===== src/rtl/peripheral_bus_controller.sv =====
// rtl/peripheral_bus_controller.sv - CPU-bus register block for keypad FIFO, display register, control and irq
module peripheral_bus_controller #(
   parameter int DATA_W     = 32,
   parameter int KEY_W      = 8,
   parameter int FIFO_DEPTH = 4,
   parameter int ADDR_W     = 4
) (
   input  logic              clk,
   input  logic              reset,
   input  logic [ADDR_W-1:0] address,
   input  logic [DATA_W-1:0] din,
   input  logic              writeEnable,
   input  logic              readEnable,
   output logic [DATA_W-1:0] dout,
   input  logic [KEY_W-1:0]  key_code,
   input  logic              key_valid,
   output logic [DATA_W-1:0] display_data,
   output logic              irq
);

   localparam int PTR_W = $clog2(FIFO_DEPTH);
   localparam int CNT_W = PTR_W + 1;

   localparam logic [ADDR_W-1:0] A_KEYDATA = ADDR_W'(0);
   localparam logic [ADDR_W-1:0] A_STATUS  = ADDR_W'(1);
   localparam logic [ADDR_W-1:0] A_DISPLAY = ADDR_W'(4);
   localparam logic [ADDR_W-1:0] A_CTRL    = ADDR_W'(8);

   logic [KEY_W-1:0]  mem [FIFO_DEPTH];
   logic [PTR_W-1:0]  wr_ptr, rd_ptr;
   logic [CNT_W-1:0]  count;
   logic              overflow;
   logic              irq_en;

   logic              empty, full;
   logic              pop, push, flush, ovf_clr, ovf_set;
   logic              wr_disp, wr_ctrl;
   logic [DATA_W-1:0] rdata;

   assign empty   = (count == '0);
   assign full    = (count == CNT_W'(FIFO_DEPTH));
   assign wr_disp = writeEnable && (address == A_DISPLAY);
   assign wr_ctrl = writeEnable && (address == A_CTRL);
   assign flush   = wr_ctrl && din[1];
   assign ovf_clr = wr_ctrl && din[2];
   assign pop     = readEnable && (address == A_KEYDATA) && !empty;
   // A pop frees the slot in the same cycle, so a full FIFO still accepts the push.
   assign push    = key_valid && (!full || pop);
   assign ovf_set = key_valid && full && !pop && !flush;

   always_comb begin
      rdata = '0;
      case (address)
         A_KEYDATA: if (!empty) rdata[KEY_W-1:0] = mem[rd_ptr];
         A_STATUS: begin
            rdata[0]    = empty;
            rdata[1]    = full;
            rdata[2]    = overflow;
            rdata[15:8] = 8'(count);
         end
         A_DISPLAY: rdata = display_data;
         A_CTRL:    rdata[0] = irq_en;
         default:   rdata = '0;
      endcase
   end

   always_ff @(posedge clk) begin
      if (push && !flush) mem[wr_ptr] <= key_code;
   end

   always_ff @(posedge clk or negedge reset) begin
      if (!reset) begin
         dout         <= '0;
         display_data <= '0;
         wr_ptr       <= '0;
         rd_ptr       <= '0;
         count        <= '0;
         overflow     <= 1'b0;
         irq_en       <= 1'b0;
         irq          <= 1'b0;
      end else begin
         if (readEnable) dout <= rdata;
         if (wr_disp)    display_data <= din;
         if (wr_ctrl)    irq_en <= din[0];
         overflow <= ovf_set | (overflow & ~ovf_clr);
         if (flush) begin
            wr_ptr <= '0;
            rd_ptr <= '0;
            count  <= '0;
         end else begin
            if (push) wr_ptr <= wr_ptr + PTR_W'(1);
            if (pop)  rd_ptr <= rd_ptr + PTR_W'(1);
            if (push && !pop)      count <= count + CNT_W'(1);
            else if (pop && !push) count <= count - CNT_W'(1);
         end
         irq <= irq_en & (!empty | overflow);
      end
   end

endmodule


===== config.mk =====
export PLATFORM = sky130hd
export DESIGN_NAME = peripheral_bus_controller
export DESIGN_NICKNAME = d
export VERILOG_FILES = /design/src/rtl/peripheral_bus_controller.sv
export SDC_FILE = /design/constraint.sdc
export NUM_CORES = 1
export LEC_CHECK = 0
export CAP_MARGIN = 10
export CORE_UTILIZATION = 49
export DETAILED_ROUTE_END_ITERATION = 16
export PLACE_DENSITY = 0.83
export SYNTH_ARGS = -nofsm -noshare
export SYNTH_HDL_FRONTEND = slang
export SYNTH_SLANG_ARGS = --single-unit

===== constraint.sdc =====
create_clock -name clk -period 3 [get_ports clk]
set_input_delay 0.75 -clock clk [delete_from_list [all_inputs] [get_ports clk]]
set_output_delay 0.75 -clock clk [all_outputs]
set_load 0.02 [all_outputs]

==> results of run 1 <==
==> flip-flops by register name (all words and copies together) (netlist names) <==
name	count
mem	32
display_data	32
count	3
rd_ptr	2
overflow	1
irq	1
dout	32
irq_en	1
wr_ptr	2
==> metrics by stage <==
| stage | worst slack [ns] | instance area [sq um] | utilization | cells |
|---|---|---|---|---|
| 2_1_floorplan | 0.002849 | 4439 | - | 317 |
| 3_3_place_gp | -0.3518 | 5784 | 0.6633 | 540 |
| 3_5_place_dp | -0.4486 | 5784 | 0.6633 | 540 |
| 4_1_cts | 0.004180 | 6002 | 0.6882 | 557 |
| 5_1_grt | 0.03681 | 6023 | 0.6907 | 558 |
| 6_report | 0.09966 | 6023 | 0.6907 | 558 |
==> cells by family (layout without fill, tap and decap cells) <==
family                     count (synthesis)  in the layout  share of synthesized area
DFF                                      106            106                     0.6352
and+or+nand+nor                           74             74                    0.08731
xor gates and xnor gates                   3              3                   0.005935
buffers and inverters                     26            159                    0.02317
AOI/OAI and AO/OA                         62             62                     0.1079
muxes                                     41             41                     0.1246
adders and majority gates                  5              5                    0.01582
==> cell type report <==
type / instances / area, sq um
flip-flops and latches: 106 / 2813
fillers: 619 / 2698
multi-input cells: 185 / 1536
repair buffers: 137 / 1309
well taps: 108 / 135.1
clock buffers: 9 / 123.9
clock inverters: 7 / 83.83
inverters: 6 / 22.52
==> how the worst max path moves through the flow <==
stage	start	endpoint	slack, ns
finish	address[0]	count[1]	0.1
global route	address[0]	count[1]	0.04
CTS	address[0]	count[1]	0.004
detailed placement	address[2]	count[1]	-0.45
global placement	address[2]	count[1]	-0.35
floorplan	address[2]	count[1]	0.003
==> worst max-delay path, cell delays in order <==
cell and delay [ns]:
clkdlybuf4s50_1 0.42, or4_4 0.45, o21ai_4 0.15, and3_4 0.19, fa_1 0.42, or4_4 0.49, a221oi_2 0.29
==> power groups by stage <==
stage / logic (W) / registers (W) / clock network, W
3_3_place_gp: 0.00118 / 0.00200 / 0
3_5_place_dp: 0.00121 / 0.00202 / 0
2_1_floorplan: 0.000585 / 0.00206 / 0
6_report: 0.00125 / 0.00198 / 0.000876
5_1_grt: 0.00134 / 0.00202 / 0.000940
4_1_cts: 0.00123 / 0.00199 / 0.000893
==> cell usage in the layout, fill, tap and decap left out, types with 3 or more instances in the layout <==
| master | n |
|---|---|
| mux4_2 | 8 |
| and2_1 | 4 |
| a21oi_1 | 10 |
| dfrtp_1 | 74 |
| nor2_1 | 17 |
| nand2_1 | 23 |
| clkdlybuf4s50_1 | 109 |
| a221oi_1 | 3 |
| ha_1 | 4 |
| clkbuf_8 | 9 |
| clkinv_8 | 3 |
| mux2_2 | 33 |
| inv_1 | 6 |
| nor2b_1 | 4 |
| edfxtp_1 | 32 |
| a32oi_1 | 6 |
| o2bb2ai_1 | 22 |
| nand3_1 | 9 |
| buf_4 | 25 |
| o21ai_0 | 4 |
==> repair_timing <==
action,4_1_cts,5_1_grt
pin swaps,6,5
resized for setup,3,3
buffers inserted,1,1
setup endpoints to repair,1,1
==> per-layer routing <==
metal	vias to the layer above	routed length, um	GRT usage
li1	1443	-	-
met1	1555	4412	0.3010
met2	137	5030	0.3700
met3	19	610	0.04964
met4	0	224	0.08152
met5	-	0	0
==> results.cfg, run 1 <==
[outcome]
status = finished clean

[hold_path]
hold_class = flop to flop
worstHoldStart = dout[1]
hold-path-cell-count = 1
whs_endpoint = dout[1]

[floorplanning]
ios = 114
die_h_um = 97.06
rows = 34
initial_core_util = 0.5077
die-area_sq_um = 9421
core_sq_um = 8721
die_w_um = 97.06

[global_route]
grt_pass1_vias = 3168
antenna_found_initial = 0
overflow = 0
grt_max_degree = 75
grt_usage = 0.2268
grt_pass1_wl_mm = 16.73

[cts]
cts.htree.levels = 3
clock_path_buffers = 2
worstSkewPairLatency_ns = 0.37
cts-root-buf = clkbuf_8
cts_tree = yes
cts_sinks = 106
hold_buffers = 0
clkTransAtPathRegs_ns = 0.10
numCtsBuffers = 9

[run]
max-cap-violations = 0

[yosys]
synth_commonest_cells = dfrtp_1 (74), mux2_2 (33), edfxtp_1 (32)
synth-seq-cells = 106
syn_nets = 371
synth.avg_cell_area_sq_um = 13.97
yosys_warnings = 0
synth-main-ff-cell = dfrtp_1
synth_top_cell_by_area = dfrtp_1
yosysMostFrequentCell = dfrtp_1
syn_inst = 317
synth_edf_count = 32
async_reset_ff_frac = 0.6981
syn_area_sq_um = 4428
synth_area_leaders = dfrtp_1 (42%), edfxtp_1 (22%), mux2_2 (8.4%)
synth_cell_types = 47
synth_top_area_share = 0.4182
yosysSeqAreaShare = 0.6352

[setup_path]
reg2regPathDepth = 6
crit_type = primary input to flop
cp_data_arrival_time_ns = 3.17
worstPathMaxFanout = 2
endpoint_kind = flop
reg2reg_from = count[2]
r2r_slack_ns = 0.33
start_kind = primary input
crit_required_ns = 3.27
r2r_end = count[1]

[power]
p_int_w = 0.002752
power_frac_seq = 0.483
power_leakage_nw = 2.396
ir_drop_uv = 384.1
swShare = 0.3305
powerDensity_nw_per_um2 = 682.6
comb_power_share = 0.304
netSwitchingPower_w = 0.001359
p_total_w = 0.004111
p_clk_frac = 0.213

[routing]
first_iter_violations = 232
drtAntennaViolNets = 0
drc = 0
dr_total_vias = 3154
wire_per_inst_um = 18.42
dr.pass1.iters = 4
wl_mm = 10.28
vias_per_cell = 5.652

[placement]
io_buffers = 113
finalWeightedCongestion = 0.8268
dp_hpwl_mm = 7.311

[sta]
finalSetupViolCount = 0
hold_viol = 0
slew_violations = 0
slew_headroom = 0.3783
grt_setup_unrepaired = no
finalCriticalPeriod_ns = 2.900
finClkSkew_ns = 0.01595
finalCritPeriodShare = 0.9668
fmax_ghz = 0.3448
worst_slew_pin_slew_ns = 0.9326
whs_ns = 0.4864
tns_ns = 0

[finish]
final_nets = 499
diodes = 0
syn_to_final_growth_pct = 36.03
drive_gt1_frac = 0.2000
No activity file was read; power rests on OpenSTA's default activity.
==> inputs of run 2 (changes only) <==
--- a/config.mk
+++ b/config.mk
@@ -5,10 +5,11 @@
 export SDC_FILE = /design/constraint.sdc
 export NUM_CORES = 1
 export LEC_CHECK = 0
-export CAP_MARGIN = 10
+export CAP_MARGIN = 20
 export CORE_UTILIZATION = 49
 export DETAILED_ROUTE_END_ITERATION = 16
 export PLACE_DENSITY = 0.83
 export SYNTH_ARGS = -nofsm -noshare
 export SYNTH_HDL_FRONTEND = slang
 export SYNTH_SLANG_ARGS = --single-unit
+export TNS_END_PERCENT = 10
==> results of run 2 <==
Same layout as run 1: the final DEF is identical, and so are final timing and power.
